==> src/rtl/mem_port_arbiter.sv <==
// mem_port_arbiter
//   Shares one synchronous-read memory port between instruction fetch (IF)
//   and load/store (LS). At most one grant per cycle, and LS has priority.
//   A starvation guard lets IF win after MAX_WAIT consecutive denied cycles.
//   Read data returns one cycle after the grant and goes to the requester
//   that issued it. An IF flush drops a fetch response still in flight.
//
//   Optional feature macro: ARB_STATS_EN. When defined, it adds saturating
//   statistic counters (stat_if_gnt, stat_ls_gnt, stat_starve).
//
// Ports
//   clk, reset                  clock; synchronous active-high reset
//   if_req/if_addr/if_flush     fetch request side
//   if_gnt/if_rvalid/if_rdata   fetch grant and response
//   ls_req/ls_we/ls_addr/ls_wdata  load/store request side
//   ls_gnt/ls_rvalid/ls_rdata   load/store grant and response (loads only)
//   mem_en/mem_we/mem_addr/mem_wdata/mem_rdata  memory port
//   stat_* (ARB_STATS_EN)       grant and forced-grant counters
module mem_port_arbiter #(
  parameter int XLEN     = 32,
  parameter int AW       = 32,
  parameter int MAX_WAIT = 4,
  parameter int STAT_W   = 16
) (
  input  logic            clk,
  input  logic            reset,
  input  logic            if_req,
  input  logic [AW-1:0]   if_addr,
  input  logic            if_flush,
  output logic            if_gnt,
  output logic            if_rvalid,
  output logic [XLEN-1:0] if_rdata,
  input  logic            ls_req,
  input  logic            ls_we,
  input  logic [AW-1:0]   ls_addr,
  input  logic [XLEN-1:0] ls_wdata,
  output logic            ls_gnt,
  output logic            ls_rvalid,
  output logic [XLEN-1:0] ls_rdata,
  output logic            mem_en,
  output logic            mem_we,
  output logic [AW-1:0]   mem_addr,
  output logic [XLEN-1:0] mem_wdata,
  input  logic [XLEN-1:0] mem_rdata
`ifdef ARB_STATS_EN
  ,
  output logic [STAT_W-1:0] stat_if_gnt,
  output logic [STAT_W-1:0] stat_ls_gnt,
  output logic [STAT_W-1:0] stat_starve
`endif
);

  localparam int CW = $clog2(MAX_WAIT + 1);

  typedef enum logic [1:0] {OWN_NONE, OWN_IF, OWN_LS} owner_e;

  owner_e        owner_q, owner_d;
  logic [CW-1:0] starve_q, starve_d;
  logic          force_if, if_elig;

  // A flushed fetch is not eligible. It neither wins nor counts as starved.
  assign if_elig  = if_req && !if_flush;
  assign force_if = (starve_q == CW'(MAX_WAIT));

  // Both grants are held low during reset so that nothing reaches memory.
  assign ls_gnt = !reset && ls_req && !(force_if && if_elig);
  assign if_gnt = !reset && if_elig && !ls_gnt;

  assign mem_en    = if_gnt | ls_gnt;
  assign mem_we    = ls_gnt & ls_we;
  assign mem_addr  = ls_gnt ? ls_addr  : (if_gnt ? if_addr : '0);
  assign mem_wdata = ls_gnt ? ls_wdata : '0;

  // The response owner is the requester granted in the previous cycle.
  assign if_rvalid = !reset && (owner_q == OWN_IF) && !if_flush;
  assign ls_rvalid = !reset && (owner_q == OWN_LS);
  assign if_rdata  = if_rvalid ? mem_rdata : '0;
  assign ls_rdata  = ls_rvalid ? mem_rdata : '0;

  always_comb begin
    starve_d = '0;
    if (if_elig && !if_gnt)
      starve_d = force_if ? starve_q : starve_q + CW'(1);
    owner_d = OWN_NONE;
    if (if_gnt)                owner_d = OWN_IF;
    else if (ls_gnt && !ls_we) owner_d = OWN_LS;
  end

  always_ff @(posedge clk) begin
    if (reset) begin
      starve_q <= '0;
      owner_q  <= OWN_NONE;
    end else begin
      starve_q <= starve_d;
      owner_q  <= owner_d;
    end
  end

`ifdef ARB_STATS_EN
  logic [STAT_W-1:0] st_if_q, st_ls_q, st_sv_q;

  always_ff @(posedge clk) begin
    if (reset) begin
      st_if_q <= '0;
      st_ls_q <= '0;
      st_sv_q <= '0;
    end else begin
      if (if_gnt && !(&st_if_q))             st_if_q <= st_if_q + STAT_W'(1);
      if (ls_gnt && !(&st_ls_q))             st_ls_q <= st_ls_q + STAT_W'(1);
      if (force_if && if_gnt && !(&st_sv_q)) st_sv_q <= st_sv_q + STAT_W'(1);
    end
  end

  assign stat_if_gnt = st_if_q;
  assign stat_ls_gnt = st_ls_q;
  assign stat_starve = st_sv_q;
`endif

endmodule
==> config.mk <==
export PLATFORM = sky130hd
export DESIGN_NAME = mem_port_arbiter
export DESIGN_NICKNAME = d
export VERILOG_FILES = /design/src/rtl/mem_port_arbiter.sv
export SDC_FILE = /design/constraint.sdc
export NUM_CORES = 1
export LEC_CHECK = 0
export CAP_MARGIN = 10
export CORE_AREA = 10 10 96 98
export CTS_BUF_LIST = sky130_fd_sc_hd__clkbuf_8 sky130_fd_sc_hd__clkbuf_16
export DETAILED_ROUTE_END_ITERATION = 10
export DIE_AREA = 0 0 106 108
export DONT_BUFFER_PORTS = 1
export PLACE_DENSITY = 0.32
export SLEW_MARGIN = 5
export SYNTH_ARGS = -nofsm -noshare
export SYNTH_HDL_FRONTEND = slang
export SYNTH_SLANG_ARGS = --single-unit
==> constraint.sdc <==
create_clock -name clk -period 2.7 [get_ports clk]
set_clock_uncertainty 0.15 [all_clocks]
set_input_delay 0.54 -clock clk [delete_from_list [all_inputs] [get_ports clk]]
set_output_delay 0.54 -clock clk [all_outputs]
set_load 0.03 [all_outputs]
==> impl_metrics.json <==
{
  "outcome": "finished clean",
  "grt_usage": 0.1018,
  "first_pass_iters": 6,
  "async_flop_share": 0,
  "power.leakage_nw": 0.7361,
  "drt_iter0_markers": 82,
  "htreeDepth": 1,
  "ys.flop_type": "dfxtp_1",
  "crit_type": "reg -> out",
  "fp-row-count": 32,
  "grt_pass1_wl_um": 9660,
  "synth_mux_area_frac": 0.008122,
  "cts_sinks": 5,
  "cts.repair.resized": 0,
  "clock_latency_ps": 230,
  "clockRootBuffer": "clkbuf_8",
  "synth_area_leader_cell": "and2_1",
  "final_layout_size_suffix_gt1_frac": 0.1968,
  "viasPerCell": 4.624,
  "startpoint_type": "register",
  "cap_violations": 0,
  "synthCells": 171,
  "period_share": 0.9678,
  "hpwl_um": 6220,
  "cp_common_cell": "buf_12",
  "synthAdderAreaFrac": 0.02030,
  "wl_um": 7052,
  "synth.most_common_cell": "and2_1",
  "die_h_um": 108,
  "multiInputGateArea_mm2": 0.001079,
  "max_stage_delay_ps": 320,
  "nFillCells": 798,
  "slew_headroom": 0.6143,
  "synth_commonest_cells": "97 x and2_1, 32 x a22o_1, 7 x clkbuf_1, 5 x buf_2, 5 x dfxtp_1",
  "synth-compound-area-share": 0.2538,
  "num_vias": 1341,
  "synth.avg_cell_area_um2": 7.207,
  "place.port_buffers": 0,
  "syn-num-nets": 307,
  "power_density_mw_per_mm2": 270.9,
  "cts_tree": "built",
  "grt_max_degree": 68,
  "clk_pin_slew_worst_paths_ps": 30,
  "core_mm2": 0.007447,
  "fin_crit_ps": 2613,
  "cts_buffer_depth": 2,
  "cp_top_family": "buffers and inverters",
  "hp-class": "in -> reg",
  "synth-simple-area-share": 0.5685,
  "total_power_mw": 0.4928,
  "dieArea_mm2": 0.01145,
  "synth_top_family_by_area": "simple AND/OR/NAND/NOR gates",
  "end_kind": "primary output",
  "ir_worst_vdd_mv": 0.09871,
  "path_cells": "inv_1, ha_1, nand2_1, a211oi_4, buf_4, buf_12, a22o_1, buf_12",
  "crit_arrival_ps": 1920,
  "worst_slew_pin_slew_ps": 576.4,
  "antenna_found_initial": 0,
  "max_freq_ghz": 0.3827,
  "critPathRequiredTime_ps": 2010,
  "final_nets": 325,
  "wl_per_cell_um": 24.32,
  "gp_congestion": 0.7389,
  "synth_edf_count": 0,
  "synth_area_leaders": "and2_1 49%, a22o_1 23%, dfxtp_1 8.1%, clkbuf_1 2.1%, buf_2 2.0%",
  "synth_top_area_share": 0.4924,
  "drc": 0,
  "ys_warn_count": 0,
  "cp_max_fo": 18,
  "hold_viol": 0,
  "top_level_ports": 268,
  "synth.distinct_cells": 23,
  "whs_ps": 237.0,
  "ys_ff_latch": 5,
  "slew_violations": 0,
  "ant_nets": 0,
  "overflow": 0,
  "grt_pass1_vias": 1561,
  "start_util": 0.1655,
  "netlist_area_mm2": 0.001232,
  "numCtsBuffers": 3,
  "die_w_um": 106,
  "ys_seq_area_frac": 0.08122,
  "diodes": 0,
  "register_area_um2": 100.1,
  "cp.buffers_inverters": 4,
  "synthXorXnorAreaFrac": 0,
  "cp_slowest_cell": "dfxtp_1",
  "areaGrowthSynthToFinish_pct": 47.61,
  "final-setup-viol-count": 0
}
## stage by stage
| stage | cells | area (um2) | worst slack, ps | TNS, ps | utilization |
|---|---|---|---|---|---|
| after floorplan | 171 | 1232 | 303.0 | 0 | - |
| after global placement | 284 | 1742 | 342.0 | 0 | 0.2339 |
| after detailed placement | 284 | 1742 | 326.7 | 0 | 0.2339 |
| after CTS | 288 | 1787 | 59.13 | 0 | 0.2399 |
| after global routing | 290 | 1819 | -3.978 | -3.978 | 0.2443 |
| final | 290 | 1819 | 86.90 | 0 | 0.2443 |
## flip-flops by register name, summed over array words and instances, names as in the netlist
| name | cells |
|---|---|
| owner_q | 2 |
| starve_q | 3 |
## layout make-up
class / count / share of cell area
multi-input combinational: 148 / 0.5928
sequential: 5 / 0.05502
timing repair buffer: 29 / 0.2531
clock buffer: 3 / 0.02270
tap: 102 / 0.07015
clock inverter: 1 / 0.002063
inverter: 2 / 0.004127
## kinds of logic (layout without fill, tap and decap cells)
logic type | Yosys count | in the layout
simple gates | 110 | 110
compound gates | 35 | 35
buf+inv | 18 | 35
flops | 5 | 5
fa+ha+maj | 2 | 2
mux | 1 | 1
## layer usage
| metal | global-route usage | vias up | routed length [um] |
|---|---|---|---|
| li1 | - | 608 | - |
| met1 | 0.08428 | 589 | 2020 |
| met2 | 0.1864 | 137 | 3763 |
| met3 | 0.07496 | 7 | 1189 |
| met4 | 0.03288 | 0 | 79 |
| met5 | 0 | - | 0 |
## worst paths after layout
kind	from	end	slack, ps	cells past startpoint
min reg2reg	starve_q[0]$_SDFFE_PP0N_	starve_q[0]$_SDFFE_PP0N_	330	1
max reg2reg	starve_q[0]$_SDFFE_PP0N_	owner_q[1]$_SDFF_PP0_	1110	5
max	starve_q[0]$_SDFFE_PP0N_	mem_addr[17]	90	8
min	reset	owner_q[0]$_SDFF_PP0_	240	1
## cells in the final DEF, fill, tap and decap left out
| cell type | n |
|---|---|
| a211oi_1 | 1 |
| a211oi_4 | 1 |
| a22o_1 | 32 |
| a31oi_4 | 1 |
| and2_1 | 97 |
| and4b_1 | 1 |
| buf_12 | 18 |
| buf_4 | 10 |
| clkbuf_16 | 1 |
| clkbuf_8 | 3 |
| dfxtp_1 | 5 |
| ha_1 | 2 |
| inv_1 | 3 |
| mux2i_1 | 1 |
| nand2_1 | 1 |
| nand2b_1 | 1 |
| nand2b_4 | 1 |
| nor2_1 | 3 |
| nor2b_1 | 2 |
| nor3_1 | 1 |
| nor3b_2 | 1 |
| nor4b_1 | 1 |
| nor4b_4 | 1 |
## what timing repair did
action,4_1_cts,5_1_grt
endpoints found under the setup margin,0,11
setup buffers,0,1
hold buffers,0,0
## report_power, final
group,internal (mW),switching [mW],total [mW]
Sequential,0.0758,0.00138,0.0772
Combinational,0.0977,0.179,0.277
Clock,0.0978,0.0408,0.139
Total,0.271,0.221,0.493
No activity file was read; power rests on OpenSTA's default activity.
